**src/rtl/mem_arbiter.sv**
```systemverilog
// mem_arbiter: shares one word-organised memory between instruction fetch (IF) and load/store (LS).
// Optional macro MEM_ARB_RR_EN selects round-robin contention instead of LS priority with IF starvation override.
module mem_arbiter #(
  parameter int unsigned STARVE_LIMIT = 4
) (
  input  logic        i_clk,
  input  logic        i_reset,
  input  logic        i_if_req,
  input  logic [31:0] i_if_addr,
  output logic        o_if_gnt,
  output logic        o_if_rvalid,
  output logic [31:0] o_if_rdata,
  input  logic        i_ls_req,
  input  logic        i_ls_we,
  input  logic [31:0] i_ls_addr,
  input  logic [31:0] i_ls_wdata,
  input  logic [1:0]  i_ls_size,
  input  logic        i_ls_unsigned,
  output logic        o_ls_gnt,
  output logic        o_ls_rvalid,
  output logic [31:0] o_ls_rdata,
  output logic        o_ls_misalign,
  output logic [31:0] o_mem_addr,
  output logic [31:0] o_mem_wdata,
  output logic [3:0]  o_mem_bmask,
  output logic        o_mem_wren,
  input  logic [31:0] i_mem_rdata
);

  function automatic logic f_misalign(input logic [1:0] size, input logic [1:0] off);
    logic w_mis;
    case (size)
      2'b00:   w_mis = 1'b0;
      2'b01:   w_mis = off[0];
      2'b10:   w_mis = (off != 2'b00);
      default: w_mis = 1'b1;
    endcase
    return w_mis;
  endfunction

  function automatic logic [3:0] f_bmask(input logic [1:0] size, input logic [1:0] off);
    logic [3:0] w_mask;
    case (size)
      2'b00:   w_mask = 4'b0001 << off;
      2'b01:   w_mask = 4'b0011 << off;
      2'b10:   w_mask = 4'b1111;
      default: w_mask = 4'b0000;
    endcase
    return w_mask;
  endfunction

  function automatic logic [31:0] f_wdata(input logic [1:0] size, input logic [31:0] data);
    logic [31:0] w_rep;
    case (size)
      2'b00:   w_rep = {4{data[7:0]}};
      2'b01:   w_rep = {2{data[15:0]}};
      default: w_rep = data;
    endcase
    return w_rep;
  endfunction

  // Lane select follows the byte offset; halves only ever sit on 16-bit lanes.
  function automatic logic [31:0] f_load_ext(input logic [31:0] word, input logic [1:0] size,
                                             input logic [1:0] off, input logic uns);
    logic [7:0]  w_byte;
    logic [15:0] w_half;
    logic [31:0] w_ext;
    w_byte = 8'(word >> {off, 3'b000});
    w_half = 16'(word >> {off[1], 4'b0000});
    case (size)
      2'b00:   w_ext = uns ? {24'h000000, w_byte} : {{24{w_byte[7]}}, w_byte};
      2'b01:   w_ext = uns ? {16'h0000, w_half} : {{16{w_half[15]}}, w_half};
      default: w_ext = word;
    endcase
    return w_ext;
  endfunction

  logic        w_if_pri;
  logic        w_if_win;
  logic        w_ls_win;
  logic        w_ls_mis;
  logic        r_if_rvalid;
  logic [31:0] r_if_rdata;
  logic        r_ls_rvalid;
  logic [31:0] r_ls_rdata;
  logic        r_ls_misalign;

`ifdef MEM_ARB_RR_EN
  typedef enum logic {SEL_LS = 1'b0, SEL_IF = 1'b1} sel_e;
  sel_e r_rr_ptr;
  sel_e w_rr_ptr_nxt;

  // Preferred-requester pointer register.
  always_ff @(posedge i_clk or posedge i_reset) begin
    if (i_reset) begin
      r_rr_ptr <= SEL_LS;
    end else begin
      r_rr_ptr <= w_rr_ptr_nxt;
    end
  end

  // Pointer hands preference to the loser after every contended grant.
  always_comb begin
    w_if_pri     = (r_rr_ptr == SEL_IF);
    w_rr_ptr_nxt = r_rr_ptr;
    if (i_if_req && i_ls_req) begin
      w_rr_ptr_nxt = w_if_win ? SEL_LS : SEL_IF;
    end else begin
      w_rr_ptr_nxt = r_rr_ptr;
    end
  end
`else
  localparam logic [3:0] LIMIT = 4'(STARVE_LIMIT);
  logic [3:0] r_starve_cnt;
  logic [3:0] w_starve_nxt;

  // Consecutive-denial counter register.
  always_ff @(posedge i_clk or posedge i_reset) begin
    if (i_reset) begin
      r_starve_cnt <= 4'd0;
    end else begin
      r_starve_cnt <= w_starve_nxt;
    end
  end

  // IF jumps the LS priority once it has been refused LIMIT cycles in a row.
  always_comb begin
    w_if_pri     = (r_starve_cnt == LIMIT);
    w_starve_nxt = r_starve_cnt;
    if (!i_if_req || w_if_win) begin
      w_starve_nxt = 4'd0;
    end else if (r_starve_cnt < LIMIT) begin
      w_starve_nxt = r_starve_cnt + 4'd1;
    end else begin
      w_starve_nxt = r_starve_cnt;
    end
  end
`endif

  // Grant decision and memory-side drive.
  always_comb begin
    w_if_win    = i_if_req & (~i_ls_req | w_if_pri);
    w_ls_win    = i_ls_req & ~w_if_win;
    w_ls_mis    = f_misalign(i_ls_size, i_ls_addr[1:0]);
    o_if_gnt    = w_if_win;
    o_ls_gnt    = w_ls_win;
    o_mem_addr  = w_if_win ? (i_if_addr & 32'hFFFF_FFFC) : i_ls_addr;
    o_mem_wdata = f_wdata(i_ls_size, i_ls_wdata);
    o_mem_wren  = w_ls_win & i_ls_we & ~w_ls_mis;
    o_mem_bmask = o_mem_wren ? f_bmask(i_ls_size, i_ls_addr[1:0]) : 4'b0000;
  end

  // Response registers, presented the cycle after the grant.
  always_ff @(posedge i_clk or posedge i_reset) begin
    if (i_reset) begin
      r_if_rvalid   <= 1'b0;
      r_if_rdata    <= 32'h0000_0000;
      r_ls_rvalid   <= 1'b0;
      r_ls_rdata    <= 32'h0000_0000;
      r_ls_misalign <= 1'b0;
    end else begin
      r_if_rvalid   <= w_if_win;
      r_ls_rvalid   <= w_ls_win;
      r_ls_misalign <= w_ls_win & w_ls_mis;
      if (w_if_win) begin
        r_if_rdata <= i_mem_rdata;
      end
      if (w_ls_win) begin
        r_ls_rdata <= (i_ls_we | w_ls_mis) ? 32'h0000_0000
                    : f_load_ext(i_mem_rdata, i_ls_size, i_ls_addr[1:0], i_ls_unsigned);
      end
    end
  end

  assign o_if_rvalid   = r_if_rvalid;
  assign o_if_rdata    = r_if_rdata;
  assign o_ls_rvalid   = r_ls_rvalid;
  assign o_ls_rdata    = r_ls_rdata;
  assign o_ls_misalign = r_ls_misalign;

endmodule

```
**config.mk**
```make
export PLATFORM = sky130hd
export DESIGN_NAME = mem_arbiter
export DESIGN_NICKNAME = d
export VERILOG_FILES = /design/src/rtl/mem_arbiter.sv
export SDC_FILE = /design/constraint.sdc
export NUM_CORES = 1
export LEC_CHECK = 0
export CORE_MARGIN = 4
export CORE_UTILIZATION = 33
export DETAILED_ROUTE_END_ITERATION = 12
export GPL_TIMING_DRIVEN = 1
export PLACE_DENSITY_LB_ADDON = 0.15
export SYNTH_ARGS = -nofsm -noshare
export SYNTH_HDL_FRONTEND = slang
export SYNTH_SLANG_ARGS = --single-unit
```
**constraint.sdc**
```tcl
create_clock -name i_clk -period 2.8 [get_ports i_clk]
set_input_delay 0.84 -clock i_clk [delete_from_list [all_inputs] [get_ports i_clk]]
set_output_delay 0.84 -clock i_clk [all_outputs]
set_load 0.05 [all_outputs]
```
==> impl_metrics.yaml, run 1 <==
placed_design:
  pre_cts_ws_ps: -420
  placed_cell_area_mm2: 0.00757
  finalWeightedCongestion: 0.847
  numPlacedInstances: 831
  dp_hpwl_um: 12400
  port_buffers: 271
cts:
  cts_buffer_depth: 2
  cts_root_buf: "clkbuf_16"
  numCtsBuffers: 9
  clk_pin_slew_ps: 60
  htreeDepth: 3
  clk_latency_ps: 330
  cts_tree: "yes"
  cts_num_sinks: 71
logic_synthesis:
  synth_area_mm2: 0.00422
  synth_ff_type: "dfrtp_1"
  syn_nets: 518
  ys_types: 41
  ys_ff_latch: 71
  synth.avg_cell_area_um2: 11.1
  synth-edff-count: 0
  synth-seq-area-share: 0.421
  synth_top_area_share: 0.421
  ys_warn_count: 0
  yosysTopAreaCell: "dfrtp_1"
  syn_inst: 380
  yosys-top-cells-area: "dfrtp_1, mux2_2, mux2i_1"
  synthArstFlopShare: 1.00
setup_path:
  crit_family: "buffers and inverters"
  required_ps: 1960
  worst_r2r_path_depth: 7
  cp.arrival_ps: 2080
  crit_path_start_kind: "register"
  cp_cell_sequence: "inv_2 -> ha_4 -> nand3_4 -> a21boi_4 -> buf_6 -> buf_12 -> mux2_4 -> buf_8"
  crit_fanout: 8
  critPathKind: "reg2out"
  r2r_slack_ps: 530
  cpMaxStageDelayCell: "dfrtp_1"
  cpPeakStageDelay_ps: 390
  cp_num_buf_inv: 4
  end_kind: "output port"
  worst-path-stages: 8
final_layout:
  fin_area_mm2: 0.00855
  multiInputGateArea_mm2: 0.00250
  layout_common_cells: "clkdlybuf4s50_1, dfrtp_1, buf_4"
  n_antenna_cell: 0
  nFillCells: 916
  mostFrequentLayoutCell: "clkdlybuf4s50_1"
  fin_cells: 869
  drive_gt1_frac: 0.397
  nNetsFinal: 830
  area_growth_pct: 103
  regArea_mm2: 0.00178
floorplan:
  initial_utilization: 0.336
  num_rows: 41
  die_h_um: 121
  core_mm2: 0.0126
  die_area_mm2: 0.0147
  ios: 274
  die_w_um: 121
hold_path:
  hold_depth: 2
  worstHoldPathType: "reg2reg"
sta:
  hold_violations: 0
  min_period_ps: 2920
  maxSlewViolCount: 0
  fin_tns_setup_ps: -2960
  skew_ps: 6.60
  worst_pin_slew_ps: 1030
  fin_ws_ps: -116
  rsz0062_at_grt: "yes"
  setup_violations: 30
  fmax_mhz: 343
  relSlewSlack: 0.309
  fin_crit_sh: 1.04
routing:
  avgViaCountPerCell: 5.09
  first_iter_violations: 323
  ant_nets: 0
  finalWirelength_um: 17400
  first_pass_iters: 5
  drc: 0
  num_vias: 4427
  drt-wirelength-per-cell_um: 20.0
power:
  power_density_mw_per_mm2: 484
  pwr-share-comb: 0.447
  power.leakage_nw: 3.66
  power.share.switching: 0.381
  clockPowerShare: 0.269
  p_sw_mw: 1.58
  power_frac_seq: 0.285
  vdd_drop_max_v: 0.000363
  p_int_mw: 2.56
global_routing:
  grt_pass1_wl_um: 26400
  gr-usage-met2: 0.374
  grt_usage: 0.230
  use_met3: 0.0629
  met1_usage: 0.294
  busiest_layer: "met2"
  grt_start_max_net_pins: 42
  grt_pass1_vias: 4632
  grt.overflow.total: 0
  antenna_found_initial: 0
flow_run:
  cap_violations: 0
status:
  status: "complete, but fails checks"
  violations: "setup timing"
-- layout make-up --
type / count / area share
clock buffer: 9 / 0.0263
sequential: 71 / 0.208
inverter: 13 / 0.00673
timing repair buffer: 339 / 0.434
multi-input combinational: 258 / 0.293
tap: 172 / 0.0252
clock inverter: 7 / 0.00717
-- repair_timing --
item | in CTS | in global routing
setup buffers | 19 | 3
endpoints found under the setup margin | 55 | 53
cloned | 3 | 0
pin swaps | 5 | 8
resized for setup | 119 | 23
hold buffers | 0 | 0
-- worst min-delay path, cell delays in order (launching register included) --
cell	delay [ps]
dfrtp_1	350
nand2_1	50
o21ai_0	60
-- power by group through the flow --
stage	clock network, mW	registers, mW	logic (mW)
6_report	1.11	1.18	1.85
3_3_place_gp	0	1.19	1.67
3_5_place_dp	0	1.20	1.69
5_1_grt	1.18	1.19	1.92
2_1_floorplan	0	1.54	0.632
4_1_cts	1.13	1.18	1.84
-- worst paths after layout --
check                                  to             from
max                        o_mem_addr[18]  r_starve_cnt[1]
min                         o_ls_rdata[1]    o_ls_rdata[1]
max reg2reg                o_ls_rdata[27]  r_starve_cnt[0]
min reg2reg                 o_ls_rdata[1]    o_ls_rdata[1]
max in group asynchronous  o_if_rdata[31]          i_reset
min in group asynchronous  o_if_rdata[28]          i_reset
-- stage by stage --
stage / power (mW) / util / hold slack [ps]
floorplan: 2.17 / - / 519
global placement: 2.86 / 0.602 / 471
detailed placement: 2.89 / 0.602 / 479
CTS: 4.15 / 0.675 / 493
global route: 4.29 / 0.680 / 509
finish: 4.14 / 0.680 / 492
-- sequential cells by signal, indices dropped and copies added, names as in the netlist --
name           cells
r_starve_cnt       4
o_ls_rvalid        1
o_ls_misalign      1
o_ls_rdata        32
o_if_rdata        32
o_if_rvalid        1
-- logic make-up after synthesis --
family,share of synthesized area
muxes,0.276
buffers and inverters,0.0608
adders and majority gates,0.00831
and+or+nand+nor,0.0831
AOI/OAI and AO/OA,0.149
xor gates and xnor gates,0.00208
DFF,0.421
-- synthesized netlist by cell type (2+ instances only) --
cell       n
a211oi_1   2
a21oi_1    6
a221o_1   17
a222oi_1   4
a22o_1     2
a32o_1    12
and2_1     2
buf_1      2
buf_2     16
buf_4      8
buf_6      2
clkbuf_1  10
dfrtp_1   71
ha_1       2
inv_1     13
mux2_2    81
mux2i_1   18
mux4_2     2
nand2_1   21
nand2b_1  11
nand3_1    4
nor2_1    21
nor2b_1    5
nor3b_1    2
o21ai_0   18
o21ai_1    6
o22ai_1    8
-- metal layers --
layer	part of all wire	up-vias
met4	0.023	0
met2	0.49	186
li1	-	2031
met3	0.073	28
met5	0	-
met1	0.41	2182
No activity file was read; power rests on OpenSTA's default activity.
==> inputs of run 2 (changes only) <==
--- a/config.mk
+++ b/config.mk
@@ -7,6 +7,7 @@
 export LEC_CHECK = 0
 export CORE_MARGIN = 4
 export CORE_UTILIZATION = 33
+export CTS_CLUSTER_DIAMETER = 40
 export DETAILED_ROUTE_END_ITERATION = 12
 export GPL_TIMING_DRIVEN = 1
 export PLACE_DENSITY_LB_ADDON = 0.15
==> results of run 2 <==
Same layout as run 1: the final DEF is identical, and so are final timing and power.
